===== src/rtl/renode_bus_bridge_if.sv =====
// Request, response and bus-controller signals of the Renode bus bridge.
// The slave modport is the bridge's view; master is the surrounding system's view.
interface renode_bus_bridge_if #(
   parameter int AddressWidth = 32,
   parameter int DataWidth    = 32
);
   logic                      req_valid;
   logic                      req_ready;
   logic                      req_write;
   logic [AddressWidth-1:0]   req_address;
   logic [DataWidth-1:0]      req_data;
   logic [1:0]                req_size;

   logic                      rsp_valid;
   logic                      rsp_ready;
   logic [DataWidth-1:0]      rsp_data;
   logic [1:0]                rsp_status;

   logic                      bus_valid;
   logic                      bus_write;
   logic [AddressWidth-1:0]   bus_address;
   logic [DataWidth-1:0]      bus_wdata;
   logic [DataWidth/8-1:0]    bus_strobe;
   logic                      bus_ready;
   logic [DataWidth-1:0]      bus_rdata;
   logic                      bus_error;

   modport slave (
      input  req_valid, req_write, req_address, req_data, req_size,
      output req_ready,
      output rsp_valid, rsp_data, rsp_status,
      input  rsp_ready,
      output bus_valid, bus_write, bus_address, bus_wdata, bus_strobe,
      input  bus_ready, bus_rdata, bus_error
   );

   modport master (
      output req_valid, req_write, req_address, req_data, req_size,
      input  req_ready,
      input  rsp_valid, rsp_data, rsp_status,
      output rsp_ready,
      input  bus_valid, bus_write, bus_address, bus_wdata, bus_strobe,
      output bus_ready, bus_rdata, bus_error
   );
endinterface


===== src/rtl/renode_bus_bridge.sv =====
// Queues sized read/write requests and issues them one at a time to a word-wide bus,
// handling byte-lane placement, misalignment, bus errors and a bus-wait timeout.
module renode_bus_bridge #(
   parameter int AddressWidth  = 32,
   parameter int DataWidth     = 32,
   parameter int QueueDepth    = 4,
   parameter int TimeoutCycles = 100
) (
   input  logic                          clk,
   input  logic                          rst_n,
   renode_bus_bridge_if.slave            io,
   output logic                          busy,
   output logic [$clog2(QueueDepth):0]   queue_level
);
   localparam int ByteLanes   = DataWidth / 8;
   localparam int OffsetWidth = $clog2(ByteLanes);
   localparam int PtrWidth    = $clog2(QueueDepth);
   localparam int LevelWidth  = PtrWidth + 1;
   localparam int CountWidth  = $clog2(TimeoutCycles + 1);

   localparam logic [1:0] IDLE    = 2'd0;
   localparam logic [1:0] ISSUE   = 2'd1;
   localparam logic [1:0] RESPOND = 2'd2;

   localparam logic [1:0] STATUS_OK         = 2'd0;
   localparam logic [1:0] STATUS_BUS_ERROR  = 2'd1;
   localparam logic [1:0] STATUS_TIMEOUT    = 2'd2;
   localparam logic [1:0] STATUS_MISALIGNED = 2'd3;

   generate
      if (DataWidth != 32 && DataWidth != 64) begin : g_bad_data_width
         $error("renode_bus_bridge: DataWidth must be 32 or 64");
      end
      if (QueueDepth < 2 || (QueueDepth & (QueueDepth - 1)) != 0) begin : g_bad_queue_depth
         $error("renode_bus_bridge: QueueDepth must be a power of two >= 2");
      end
      if (TimeoutCycles < 1) begin : g_bad_timeout
         $error("renode_bus_bridge: TimeoutCycles must be >= 1");
      end
   endgenerate

   logic                      q_write   [QueueDepth];
   logic [AddressWidth-1:0]   q_address [QueueDepth];
   logic [DataWidth-1:0]      q_data    [QueueDepth];
   logic [1:0]                q_size    [QueueDepth];
   logic [PtrWidth-1:0]       wr_ptr;
   logic [PtrWidth-1:0]       rd_ptr;
   logic [LevelWidth-1:0]     level;

   logic [1:0]                state;
   logic [CountWidth-1:0]     timer;
   logic [OffsetWidth-1:0]    cur_offset;
   logic [1:0]                cur_size;
   logic                      bus_write_q;
   logic [AddressWidth-1:0]   bus_address_q;
   logic [DataWidth-1:0]      bus_wdata_q;
   logic [ByteLanes-1:0]      bus_strobe_q;
   logic [DataWidth-1:0]      rsp_data_q;
   logic [1:0]                rsp_status_q;

   logic                      push;
   logic                      pop;

   assign io.req_ready = (level != LevelWidth'(QueueDepth));
   assign push         = io.req_valid && io.req_ready;
   assign pop          = (state == IDLE) && (level != '0);

   always_ff @(posedge clk) begin
      if (push) begin
         q_write[wr_ptr]   <= io.req_write;
         q_address[wr_ptr] <= io.req_address;
         q_data[wr_ptr]    <= io.req_data;
         q_size[wr_ptr]    <= io.req_size;
      end
   end

   always_ff @(posedge clk or negedge rst_n) begin
      if (!rst_n) begin
         wr_ptr <= '0;
         rd_ptr <= '0;
         level  <= '0;
      end else begin
         if (push) wr_ptr <= wr_ptr + 1'b1;
         if (pop)  rd_ptr <= rd_ptr + 1'b1;
         case ({push, pop})
            2'b10:   level <= level + 1'b1;
            2'b01:   level <= level - 1'b1;
            default: level <= level;
         endcase
      end
   end

   logic                      head_write;
   logic [AddressWidth-1:0]   head_address;
   logic [DataWidth-1:0]      head_data;
   logic [1:0]                head_size;
   logic [OffsetWidth-1:0]    head_offset;
   logic [2:0]                size_mask;
   logic [7:0]                lane_ones;
   logic                      head_misaligned;
   logic [ByteLanes-1:0]      head_strobe;
   logic [DataWidth-1:0]      head_wdata;

   assign head_write   = q_write[rd_ptr];
   assign head_address = q_address[rd_ptr];
   assign head_data    = q_data[rd_ptr];
   assign head_size    = q_size[rd_ptr];
   assign head_offset  = head_address[OffsetWidth-1:0];

   always_comb begin
      size_mask = 3'b000;
      lane_ones = 8'h01;
      case (head_size)
         2'd0:    begin size_mask = 3'b000; lane_ones = 8'h01; end
         2'd1:    begin size_mask = 3'b001; lane_ones = 8'h03; end
         2'd2:    begin size_mask = 3'b011; lane_ones = 8'h0F; end
         default: begin size_mask = 3'b111; lane_ones = 8'hFF; end
      endcase
   end

   // A qword cannot fit a 32-bit bus at all, so it is treated as misaligned.
   assign head_misaligned = ((head_address[2:0] & size_mask) != 3'b000) ||
                            ((head_size == 2'd3) && (DataWidth == 32));
   assign head_strobe     = ByteLanes'(lane_ones) << head_offset;
   assign head_wdata      = head_data << {head_offset, 3'b000};

   logic [DataWidth-1:0]      read_shifted;
   logic [DataWidth-1:0]      read_mask;

   assign read_shifted = io.bus_rdata >> {cur_offset, 3'b000};

   always_comb begin
      read_mask = '1;
      case (cur_size)
         2'd0:    read_mask = DataWidth'(8'hFF);
         2'd1:    read_mask = DataWidth'(16'hFFFF);
         2'd2:    read_mask = DataWidth'(32'hFFFF_FFFF);
         default: read_mask = '1;
      endcase
   end

   // Bus request fields are captured at pop so they stay stable for the whole ISSUE state.
   always_ff @(posedge clk or negedge rst_n) begin
      if (!rst_n) begin
         state         <= IDLE;
         timer         <= '0;
         cur_offset    <= '0;
         cur_size      <= '0;
         bus_write_q   <= 1'b0;
         bus_address_q <= '0;
         bus_wdata_q   <= '0;
         bus_strobe_q  <= '0;
         rsp_data_q    <= '0;
         rsp_status_q  <= STATUS_OK;
      end else begin
         case (state)
            IDLE: begin
               if (pop) begin
                  cur_offset <= head_offset;
                  cur_size   <= head_size;
                  if (head_misaligned) begin
                     state        <= RESPOND;
                     rsp_status_q <= STATUS_MISALIGNED;
                     rsp_data_q   <= '0;
                  end else begin
                     state         <= ISSUE;
                     timer         <= '0;
                     bus_write_q   <= head_write;
                     bus_address_q <= {head_address[AddressWidth-1:OffsetWidth], {OffsetWidth{1'b0}}};
                     bus_strobe_q  <= head_strobe;
                     bus_wdata_q   <= head_wdata;
                  end
               end
            end
            ISSUE: begin
               // Completion is tested first so it wins on the edge the timeout would expire.
               if (io.bus_ready) begin
                  state        <= RESPOND;
                  rsp_status_q <= io.bus_error ? STATUS_BUS_ERROR : STATUS_OK;
                  rsp_data_q   <= bus_write_q ? '0 : (read_shifted & read_mask);
               end else if (timer == CountWidth'(TimeoutCycles - 1)) begin
                  state        <= RESPOND;
                  rsp_status_q <= STATUS_TIMEOUT;
                  rsp_data_q   <= '0;
               end else begin
                  timer <= timer + 1'b1;
               end
            end
            RESPOND: begin
               if (io.rsp_ready) state <= IDLE;
            end
            default: state <= IDLE;
         endcase
      end
   end

   assign io.bus_valid   = (state == ISSUE);
   assign io.bus_write   = bus_write_q;
   assign io.bus_address = bus_address_q;
   assign io.bus_wdata   = bus_wdata_q;
   assign io.bus_strobe  = bus_strobe_q;
   assign io.rsp_valid   = (state == RESPOND);
   assign io.rsp_data    = rsp_data_q;
   assign io.rsp_status  = rsp_status_q;
   assign busy           = (state != IDLE) || (level != '0);
   assign queue_level    = level;
endmodule


===== src/flat_wrapper.sv =====
// flat-port wrapper written by rule: the top's interface ports become plain ports
module renode_bus_bridge_flat 
#(
   parameter int AddressWidth  = 32,
   parameter int DataWidth     = 32,
   parameter int QueueDepth    = 4,
   parameter int TimeoutCycles = 100
)
  (clk, rst_n, busy, queue_level, io_req_valid, io_req_write, io_req_address, io_req_data, io_req_size, io_req_ready, io_rsp_valid, io_rsp_data, io_rsp_status, io_rsp_ready, io_bus_valid, io_bus_write, io_bus_address, io_bus_wdata, io_bus_strobe, io_bus_ready, io_bus_rdata, io_bus_error);
  renode_bus_bridge_if #(.AddressWidth(AddressWidth), .DataWidth(DataWidth)) io_i ();
  input  logic clk;
  input  logic rst_n;
  output logic busy;
  output logic [$clog2(QueueDepth):0] queue_level;
  input wire logic [$bits(io_i.req_valid)-1:0] io_req_valid;
  input wire logic [$bits(io_i.req_write)-1:0] io_req_write;
  input wire logic [$bits(io_i.req_address)-1:0] io_req_address;
  input wire logic [$bits(io_i.req_data)-1:0] io_req_data;
  input wire logic [$bits(io_i.req_size)-1:0] io_req_size;
  output wire logic [$bits(io_i.req_ready)-1:0] io_req_ready;
  output wire logic [$bits(io_i.rsp_valid)-1:0] io_rsp_valid;
  output wire logic [$bits(io_i.rsp_data)-1:0] io_rsp_data;
  output wire logic [$bits(io_i.rsp_status)-1:0] io_rsp_status;
  input wire logic [$bits(io_i.rsp_ready)-1:0] io_rsp_ready;
  output wire logic [$bits(io_i.bus_valid)-1:0] io_bus_valid;
  output wire logic [$bits(io_i.bus_write)-1:0] io_bus_write;
  output wire logic [$bits(io_i.bus_address)-1:0] io_bus_address;
  output wire logic [$bits(io_i.bus_wdata)-1:0] io_bus_wdata;
  output wire logic [$bits(io_i.bus_strobe)-1:0] io_bus_strobe;
  input wire logic [$bits(io_i.bus_ready)-1:0] io_bus_ready;
  input wire logic [$bits(io_i.bus_rdata)-1:0] io_bus_rdata;
  input wire logic [$bits(io_i.bus_error)-1:0] io_bus_error;
  assign io_i.req_valid = io_req_valid;
  assign io_i.req_write = io_req_write;
  assign io_i.req_address = io_req_address;
  assign io_i.req_data = io_req_data;
  assign io_i.req_size = io_req_size;
  assign io_req_ready = io_i.req_ready;
  assign io_rsp_valid = io_i.rsp_valid;
  assign io_rsp_data = io_i.rsp_data;
  assign io_rsp_status = io_i.rsp_status;
  assign io_i.rsp_ready = io_rsp_ready;
  assign io_bus_valid = io_i.bus_valid;
  assign io_bus_write = io_i.bus_write;
  assign io_bus_address = io_i.bus_address;
  assign io_bus_wdata = io_i.bus_wdata;
  assign io_bus_strobe = io_i.bus_strobe;
  assign io_i.bus_ready = io_bus_ready;
  assign io_i.bus_rdata = io_bus_rdata;
  assign io_i.bus_error = io_bus_error;
  renode_bus_bridge #(.AddressWidth(AddressWidth), .DataWidth(DataWidth), .QueueDepth(QueueDepth), .TimeoutCycles(TimeoutCycles)) u_core (.clk(clk), .rst_n(rst_n), .io(io_i), .busy(busy), .queue_level(queue_level));
endmodule

===== config.mk =====
export PLATFORM = sky130hd
export DESIGN_NAME = renode_bus_bridge_flat
export DESIGN_NICKNAME = d
export VERILOG_FILES = /design/src/rtl/renode_bus_bridge_if.sv /design/src/rtl/renode_bus_bridge.sv /design/src/flat_wrapper.sv
export SDC_FILE = /design/constraint.sdc
export NUM_CORES = 1
export LEC_CHECK = 0
export BUFFER_PORTS_ARGS = -buffer_cell sky130_fd_sc_hd__buf_2
export CAP_MARGIN = 20
export CORE_AREA = 2 2 190 192
export DETAILED_ROUTE_END_ITERATION = 12
export DIE_AREA = 0 0 192 194
export MAX_ROUTING_LAYER = met4
export SYNTH_ARGS = -nofsm -noshare
export SYNTH_HDL_FRONTEND = slang
export SYNTH_SLANG_ARGS = --single-unit

===== constraint.sdc =====
create_clock -name clk -period 3.9 [get_ports clk]
set_input_delay 0.585 -clock clk [delete_from_list [all_inputs] [get_ports clk]]
set_output_delay 0.585 -clock clk [all_outputs]
set_load 0.005 [all_outputs]

==> flow_metrics.py, run 1 <==
metrics = {
    "global_routing": {
        "grt_pass1_wl_um": 51800,
        "grt_pass1_vias": 8591,
        "grt.total_usage_pct": 18.9,
        "grt_max_degree": 93,
        "antenna_found_initial": 8,
        "gr-total-overflow": 0,
    },
    "yosys": {
        "yosysTopAreaCell": "edfxtp_1",
        "syn_inst": 869,
        "synth_flop_cell": "edfxtp_1",
        "yosys-top-cells-area": "edfxtp_1 51%, dfrtp_1 19%, mux4_2 9.6%, mux2_4 3.7%, mux2i_1 2.5%",
        "avgSynthCellArea_um2": 18.0,
        "ys_warn_count": 0,
        "synth_seq_cells": 389,
        "synthArstFlopShare_pct": 31.1,
        "synth_top_cell_area_share_pct": 51.4,
        "seq_area_frac_synth_pct": 70.7,
        "synth.distinct_cells": 57,
        "synth_edf_count": 268,
        "syn_area_mm2": 0.0157,
    },
    "sta": {
        "drv_slew": 0,
        "fmax_ghz": 0.336,
        "rsz0062_at_grt": "no",
        "finalCriticalPeriod_ns": 2.97,
        "setup_tns_ns": 0,
        "setup_viol": 0,
        "hold_viol": 0,
        "hold_ws_ns": 0.125,
        "worstMarginPinSlew_ns": 0.962,
        "min_period_over_period_pct": 76.2,
        "max_slew_margin_pct": 35.8,
        "clock_skew_ns": 0.0233,
    },
    "worst_setup_path": {
        "worst-setup-path-type": "register to register",
        "cp.arrival_ns": 3.40,
        "cpPeakStageDelay_ns": 0.62,
        "path_cells": "nor3_2, nand2b_1, clkinv_1, a22oi_4, buf_4, mux2_4",
        "critPathBufInv": 2,
        "cp_slowest_cell": "buf_4",
        "crit_fanout": 41,
        "cp-end-kind": "register",
        "startpoint_type": "register",
        "cp_data_required_time_ns": 4.32,
        "critical-path-top-delay-family": "buffers and inverters",
    },
    "finish": {
        "stdcell_area_mm2": 0.0186,
        "seq_area_mm2": 0.0111,
        "multi_input_area_mm2": 0.00427,
        "nets": 1208,
        "nFillCells": 2886,
        "drive_gt1_share_pct": 36.6,
        "area_growth_pct": 18.7,
    },
    "drt": {
        "dr_wl_met2_um": 16100,
        "routedWlPerCell_um": 21.4,
        "met1Wirelength_um": 15300,
        "dr_wl_met3_um": 2150,
        "drtIter0Drc": 552,
        "drc": 0,
        "viasPerCell": 5.35,
        "antenna_left": 0,
        "num_vias": 8531,
        "highest_layer": "met4",
        "wirelength_um": 34100,
        "drt_pass1_iterations": 5,
    },
    "run_status": {
        "status": "finished clean",
    },
    "worst_hold_path": {
        "hp-class": "input pin to asynchronous set/reset pin",
    },
    "clocking": {
        "clk_latency_ns": 0.54,
        "postCtsSetupRepairBufs": 0,
        "cts_buffers": 42,
        "post_cts_resized": 0,
        "htree_levels": 2,
        "clk_pin_slew_ns": 0.06,
        "cts_tree": "done",
        "holdBufCountCts": 0,
        "max-clock-path-buffers": 3,
        "cts.sinks": 389,
        "root_buffer": "clkbuf_16",
    },
    "run": {
        "cap_violations": 0,
    },
    "die": {
        "core-area_mm2": 0.0352,
        "dieArea_mm2": 0.0372,
        "ios": 215,
        "num_rows": 69,
        "fp.dieW_um": 192,
        "start_util_pct": 44.5,
        "die_h_um": 194,
    },
    "power_and_ir_drop": {
        "intPower_mw": 10.5,
        "seqPwrFrac_pct": 40.0,
        "clkPwrFrac_pct": 25.6,
        "switching_power_mw": 4.99,
        "ir_worst_vdd_mv": 0.532,
        "leakage_nw": 7.36,
        "combPwrFrac_pct": 34.4,
        "powerDensity_mw_per_mm2": 834,
        "sw_frac_of_total_pct": 32.2,
    },
    "place": {
        "gp_congestion": 0.820,
        "dpl-instance-area_mm2": 0.0172,
        "portBuffers": 212,
        "dp_hpwl_um": 21800,
    },
}
-- per-layer routing --
metal  global-route usage [%]  vias to the layer above
li1                         -                     3890
met1                     25.8                     4349
met2                     29.1                      240
met3                     4.25                       52
met4                     4.50                        0
met5                        -                        -
-- cells in the mapped netlist, types with 5 or more instances --
cell,count
edfxtp_1,268
dfrtp_1,121
mux4_2,67
nand2_1,62
mux2_4,39
mux2i_1,39
a22o_1,25
a21oi_1,23
buf_2,20
nor2b_1,19
nor2_1,16
o21ai_0,16
clkbuf_1,11
inv_1,11
a211o_1,9
a211oi_1,9
o21ai_1,9
o31ai_1,9
a32o_1,8
buf_6,8
o2bb2ai_1,8
buf_4,7
ha_1,6
nand2b_1,6
xnor2_1,5
-- path summary, 6_finish.rpt --
path	depth (start not counted)	to	start	slack, ns
setup / recovery	6	u_core.io.bus_address[9]	u_core.queue_level[0]	0.93
hold / removal	1	u_core.io.rsp_data[9]	rst_n	0.13
setup reg to reg	6	u_core.io.bus_address[9]	u_core.queue_level[0]	0.93
hold reg to reg	2	u_core.io.bus_wdata[14]	u_core.io.bus_wdata[14]	0.47
max in group asynchronous	2	u_core.io.bus_wdata[28]	rst_n	2.80
min in group clk	1	u_core.q_address[0][15]	io_req_address[15]	0.25
-- area by class of cell --
class	instances	share of cell area (%)
clock inverter	19	1.31
clock buffer	57	6.11
sequential	389	59.6
timing repair buffer	232	6.61
inverter	12	0.242
tap	461	3.10
antenna	7	0.0942
multi-input combinational	419	23.0
-- placed cells by master (no fill, tap or decap), types with 3 or more instances in the layout --
cell       count
a211o_1        9
a211oi_1       9
a21oi_1       23
a22o_1        25
a32o_1         8
and2_1         3
and3_4         4
buf_2        211
buf_4         19
bufinv_16      5
clkbuf_1      12
clkbuf_16     42
clkbuf_8       3
clkinv_1       5
clkinv_2       4
dfrtp_1      119
diode_2        7
edfxtp_1     268
ha_1           6
inv_1         11
mux2_4        39
mux2i_1       39
mux4_2        67
nand2_1       62
nand2b_1       6
nand3_1        4
nand4_1        3
nor2_1        16
nor2b_1       19
o21ai_0       16
o21ai_1        9
o2bb2ai_1      8
o31ai_1        9
xnor2_1        5
-- stage by stage --
step,power [mW],instances,setup WS [ns],utilization (%)
CTS,15.7,1589,0.914,52.8
floorplan,10.1,870,1.16,-
finish,15.5,1596,0.928,52.8
detailed placement,11.7,1513,0.921,48.8
global route,16.4,1596,0.758,52.8
global placement,11.6,1513,0.991,48.8
-- flip-flops by register name (all words and copies together), names as in the netlist, 4 cells and up --
signal / flops
u_core.io.bus_address: 30
u_core.io.bus_strobe: 4
u_core.io.bus_wdata: 32
u_core.io.rsp_data: 32
u_core.q_address: 128
u_core.q_data: 128
u_core.q_size: 8
u_core.q_write: 4
u_core.timer: 7
-- cell families after synthesis --
group | count (synthesis) | synth area share, %
AND/OR/NAND/NOR | 128 | 3.98
multiplexers | 145 | 15.9
XOR/XNOR | 7 | 0.391
adder cells (fa/ha/maj) | 7 | 0.607
other | 1 | 0.0239
AO/OA/AOI/OAI | 130 | 6.24
buffers and inverters | 62 | 2.20
flip-flops | 389 | 70.7
-- power by group through the flow --
stage               Combinational, mW  Sequential, mW  Clock (mW)
finish                           5.33            6.21        3.97
detailed placement               5.42            6.29           0
floorplan                        4.05            6.07           0
global placement                 5.37            6.27           0
CTS                              5.42            6.22        4.05
global route                     5.83            6.33        4.23
Note: power is estimated with default switching activity, not from simulation.
==> run 2: changes to the inputs <==
==> constraint.sdc (replaced) <==
create_clock -name clk -period 2.93 [get_ports clk]
set_input_delay 0.4395 -clock clk [delete_from_list [all_inputs] [get_ports clk]]
set_output_delay 0.4395 -clock clk [all_outputs]
set_load 0.005 [all_outputs]
==> flow_metrics.py, run 2 (synthesis gave the netlist of run 1 again) <==
metrics = {
    "sta": {
        "setup_viol": 0,
        "rsz0062_at_grt": "no",
        "fmax_ghz": 0.410,
        "setup_tns_ns": 0,
        "hold_viol": 0,
        "min_period_over_period_pct": 83.3,
        "clock_skew_ns": 0.0189,
        "drv_slew": 0,
        "max_slew_margin_pct": 50.4,
        "finalCriticalPeriod_ns": 2.44,
        "setup_ws_ns": 0.489,
        "worstMarginPinSlew_ns": 0.739,
    },
    "clocking": {
        "root_buffer": "clkbuf_16",
        "clk_pin_slew_ns": 0.07,
        "cts_tree": "done",
        "htree_levels": 2,
        "cts_buffers": 41,
        "clk_latency_ns": 0.52,
        "max-clock-path-buffers": 3,
        "cts.sinks": 389,
    },
    "run": {
        "cap_violations": 0,
    },
    "worst_setup_path": {
        "worst-setup-path-type": "register to register",
        "cp_data_required_time_ns": 3.32,
        "timing.rr.end": "u_core.io.bus_wdata[29]",
        "crit_start": "u_core.rd_ptr[0]",
        "path_cells": "mux4_2, nor4_2, a22oi_4, buf_4, mux2_4",
        "cp-end-kind": "register",
        "cpPeakStageDelay_ns": 0.68,
        "crit_fanout": 49,
        "cp_slowest_cell": "mux4_2",
        "reg2regPathDepth": 5,
        "critical-path-top-delay-family": "multiplexers",
        "reg2reg_from": "u_core.rd_ptr[0]",
        "cp.arrival_ns": 2.83,
        "startpoint_type": "register",
        "r2r_slack_ns": 0.49,
        "crit_end": "u_core.io.bus_wdata[29]",
        "crit_cells": 5,
        "critPathBufInv": 1,
    },
    "finish": {
        "layout_top_registers": "u_core.q_address: 128 flops, u_core.q_data: 128 flops",
        "nFillCells": 2871,
        "layout_commonest_cell": "edfxtp_1",
        "area_growth_pct": 19.5,
        "stdcell_area_mm2": 0.0187,
        "finalNonFillerCells": 1610,
        "finish.utilization_pct": 53.1,
        "drive_gt1_share_pct": 37.2,
        "nets": 1221,
        "layout_common_cells": "268 x edfxtp_1, 211 x buf_2, 119 x dfrtp_1",
    },
    "drt": {
        "drc": 0,
        "antenna_left": 0,
        "drtIter0Drc": 465,
        "viasPerCell": 5.28,
        "routedWlPerCell_um": 21.4,
        "drt_pass1_iterations": 5,
        "wirelength_um": 34500,
        "num_vias": 8500,
    },
    "die": {
        "num_rows": 69,
        "dieArea_mm2": 0.0372,
        "start_util_pct": 44.5,
        "ios": 215,
        "fp.dieW_um": 192,
        "die_h_um": 194,
        "core-area_mm2": 0.0352,
    },
    "place": {
        "dpl-instance-area_mm2": 0.0174,
        "dp_slack_ns": 0.457,
        "dp_hpwl_um": 22900,
        "dp.cells": 1526,
        "portBuffers": 212,
        "gp_congestion": 0.824,
    },
    "global_routing": {
        "antenna_found_initial": 12,
        "grt_pass1_wl_um": 52800,
        "grt.total_usage_pct": 19.2,
        "grt_pass1_vias": 8712,
        "gr-total-overflow": 0,
        "grt_max_degree": 60,
    },
    "power_and_ir_drop": {
        "powerDensity_mw_per_mm2": 1100,
        "ir_worst_vdd_mv": 0.604,
        "leakage_nw": 7.41,
    },
    "run_status": {
        "status": "finished clean",
    },
    "worst_hold_path": {
        "hp-class": "input pin to register",
    },
}
-- run 2: changes by cell type in the layout (fill, tap and decap cells not counted), sizes merged --
cell,before,now
clkinv,12,10
buf,232,245
diode,7,11
bufinv,5,4
inv,13,11
dlygate4sd3,0,1
clkinvlp,1,2
-- run 2: stage by stage --
stage	power, mW	hold WS [ns]
after global placement	15.7	0.459
after floorplan	13.5	0.144
after CTS	20.9	0.118
after detailed placement	15.8	0.466
final	20.6	0.136
after global routing	21.8	0.123
-- run 2: how the worst min path moves through the flow --
stage,cells after the start,from,endpoint
finish,1,io_req_data[17],u_core.q_data[3][17]
global placement,2,u_core.io.bus_wdata[14],u_core.io.bus_wdata[14]
global route,2,io_rsp_ready,u_core.state[1]
detailed placement,1,rst_n,u_core.io.rsp_data[24]
CTS,1,io_req_data[16],u_core.q_data[0][16]
floorplan,0,rst_n,u_core.cur_offset[0]
-- run 2: area by class of cell --
type                       instances  area [um2]  share of cell area [%]
sequential                       389       11100                    59.2
multi-input combinational        419        4270                    22.8
timing repair buffer             246        1410                    7.55
clock buffer                      57        1120                    5.96
tap                              461         577                    3.08
clock inverter                    15         185                   0.989
inverter                          12        45.0                   0.241
antenna                           11        27.5                   0.147
-- run 2: per-layer routing --
metal  track usage, %  up-vias  part of all wire [%]
li1                 -     3901                     -
met1             25.3     4348                    44
met2             29.9      207                    47
met3             6.05       44                   7.7
met4             3.42        0                   1.3
met5                -        -                     0
-- run 2: power by group --
group,switching (mW),total (mW),internal [mW],leakage (nW)
registers,0.713,8.15,7.43,3.99
clock network,2.01,5.02,3.01,0.630
logic,3.85,7.40,3.55,2.79
-- run 2: what timing repair did --
action                    CTS  global route
resized for setup           0             0
hold buffers                1             0
hold endpoints to repair   57             0
buffers inserted            0             0
==> run 3: changes to the inputs <==
==> constraint.sdc (replaced) <==
create_clock -name clk -period 2.4 [get_ports clk]
set_input_delay 0.36 -clock clk [delete_from_list [all_inputs] [get_ports clk]]
set_output_delay 0.36 -clock clk [all_outputs]
set_load 0.005 [all_outputs]
==> flow_metrics.py, run 3 (synthesis gave the netlist of run 1 again) <==
metrics = {
    "place": {
        "dp.cells": 1533,
        "portBuffers": 212,
        "dp_hpwl_um": 22900,
        "gp_congestion": 0.814,
    },
    "power_and_ir_drop": {
        "switching_power_mw": 8.30,
        "ir_worst_vdd_mv": 0.697,
        "sw_frac_of_total_pct": 31.9,
        "powerDensity_mw_per_mm2": 1370,
        "intPower_mw": 17.7,
        "clkPwrFrac_pct": 25.3,
        "finalPower_mw": 26.0,
        "leakage_nw": 7.57,
        "seqPwrFrac_pct": 38.2,
        "combPwrFrac_pct": 36.5,
    },
    "worst_setup_path": {
        "path_cells": "mux4_2, nor4_4, a22oi_4, buf_12, mux2_4",
        "cpPeakStageDelay_ns": 0.62,
        "crit_cells": 5,
        "cp_data_required_time_ns": 2.81,
        "worst-setup-path-type": "register to register",
        "r2r_slack_ns": 0.11,
        "cp-end-kind": "register",
        "critPathBufInv": 1,
        "timing.rr.end": "u_core.io.bus_address[24]",
        "crit_fanout": 27,
        "critical-path-top-delay-family": "multiplexers",
        "cp.arrival_ns": 2.70,
        "reg2reg_from": "u_core.rd_ptr[0]",
        "cp_slowest_cell": "mux4_2",
        "crit_end": "u_core.io.bus_address[24]",
        "startpoint_type": "register",
        "crit_start": "u_core.rd_ptr[0]",
        "reg2regPathDepth": 5,
    },
    "sta": {
        "worstMarginPinSlew_ns": 0.678,
        "finalCriticalPeriod_ns": 2.29,
        "drv_slew": 0,
        "setup_tns_ns": 0,
        "max_slew_margin_pct": 54.8,
        "clock_skew_ns": 0.0129,
        "min_period_over_period_pct": 95.6,
        "rsz0062_at_grt": "no",
        "hold_viol": 0,
        "fmax_ghz": 0.436,
        "setup_viol": 0,
        "hold_ws_ns": 0.0407,
    },
    "finish": {
        "multi_input_area_mm2": 0.00429,
        "drive_gt1_share_pct": 38.4,
        "nFillCells": 2898,
        "layout_top_registers": "u_core.q_address: 128 flops, u_core.q_data: 128 flops",
        "seq_area_mm2": 0.0111,
        "nets": 1230,
        "layout_commonest_cell": "edfxtp_1",
        "layout_common_cells": "268 x edfxtp_1, 211 x buf_2, 119 x dfrtp_1",
        "area_growth_pct": 21.5,
        "finalNonFillerCells": 1621,
    },
    "global_routing": {
        "grt_pass1_wl_um": 53100,
        "busiest_layer": "met2",
        "use_met2_pct": 29.0,
        "use_met1_pct": 26.3,
        "grt_max_degree": 52,
        "gr-total-overflow": 0,
        "grt.total_usage_pct": 19.3,
        "grt_pass1_vias": 8820,
        "grt_use_met3_pct": 5.57,
        "antenna_found_initial": 9,
    },
    "clocking": {
        "htree_levels": 2,
        "postCtsSetupRepairBufs": 0,
        "cts_tree": "done",
        "clk_latency_ns": 0.54,
        "root_buffer": "clkbuf_16",
        "cts_buffers": 42,
        "max-clock-path-buffers": 3,
        "cts.sinks": 389,
        "clk_pin_slew_ns": 0.06,
    },
    "run": {
        "cap_violations": 0,
    },
    "die": {
        "die_h_um": 194,
        "ios": 215,
        "fp.dieW_um": 192,
        "dieArea_mm2": 0.0372,
        "core-area_mm2": 0.0352,
        "start_util_pct": 44.5,
        "num_rows": 69,
    },
    "drt": {
        "wirelength_um": 34700,
        "num_vias": 8620,
        "drt_pass1_iterations": 5,
        "drtIter0Drc": 754,
        "viasPerCell": 5.32,
        "drc": 0,
        "antenna_left": 0,
        "routedWlPerCell_um": 21.4,
    },
    "worst_hold_path": {
        "hp-class": "input pin to register",
    },
    "run_status": {
        "status": "finished clean",
    },
}
## run 3: what timing repair did
action / CTS / global route
hold buffers: 2 / 0
gates resized for setup: 0 / 2
hold endpoints to repair: 48 / 0
setup endpoints to repair: 0 / 39
## run 3: routing by layer
| layer | up-vias | routed length (um) |
|---|---|---|
| li1 | 3928 | - |
| met1 | 4382 | 15500 |
| met2 | 258 | 16000 |
| met3 | 52 | 2650 |
| met4 | 0 | 567 |
| met5 | - | 0 |
## run 3: stage by stage
| stage | utilization, % | cell area [um2] | worst slack [ns] |
|---|---|---|---|
| 2_1_floorplan | - | 15700 | 0.347 |
| 3_3_place_gp | 49.8 | 17600 | 0.141 |
| 3_5_place_dp | 49.8 | 17600 | 0.0905 |
| 4_1_cts | 54.0 | 19000 | 0.0362 |
| 5_1_grt | 54.1 | 19000 | 0.00463 |
| 6_report | 54.1 | 19000 | 0.106 |
## run 3: worst register-to-register path, cell delays in order, from the launching register on
cell and delay [ns]:
dfrtp_4 0.55, mux4_2 0.62, nor4_4 0.29, a22oi_4 0.14, buf_12 0.21, mux2_4 0.36
## run 3: final cells by class
cell class              count  area share [%]
flip-flops and latches    389            58.2
multi-input cells         419            22.5
repair buffers            254            8.40
clock buffers              55            6.37
well taps                 461            3.03
clock inverters            22            1.13
inverters                  12           0.237
diodes                      9           0.118
## run 3: power by group through the flow
stage,registers (mW),clock network (mW),logic (mW)
6_report,9.94,6.58,9.48
5_1_grt,10.1,7.01,10.3
4_1_cts,9.95,6.74,9.62
3_5_place_dp,10.0,0,9.62
3_3_place_gp,10.0,0,9.52
2_1_floorplan,9.82,0,6.59
## run 3: worst min-delay path by stage
| stage | start | endpoint | slack (ns) | cells after the start |
|---|---|---|---|---|
| after floorplan | rst_n | u_core.cur_offset[0] | 0.06 | 0 |
| after global placement | rst_n | u_core.io.bus_wdata[4] | 0.36 | 1 |
| after detailed placement | rst_n | u_core.io.bus_wdata[4] | 0.36 | 1 |
| after CTS | io_req_write | u_core.q_write[3] | 0.01 | 1 |
| after global routing | io_req_address[15] | u_core.q_address[0][15] | 0.02 | 1 |
| final | io_req_write | u_core.q_write[0] | 0.04 | 1 |
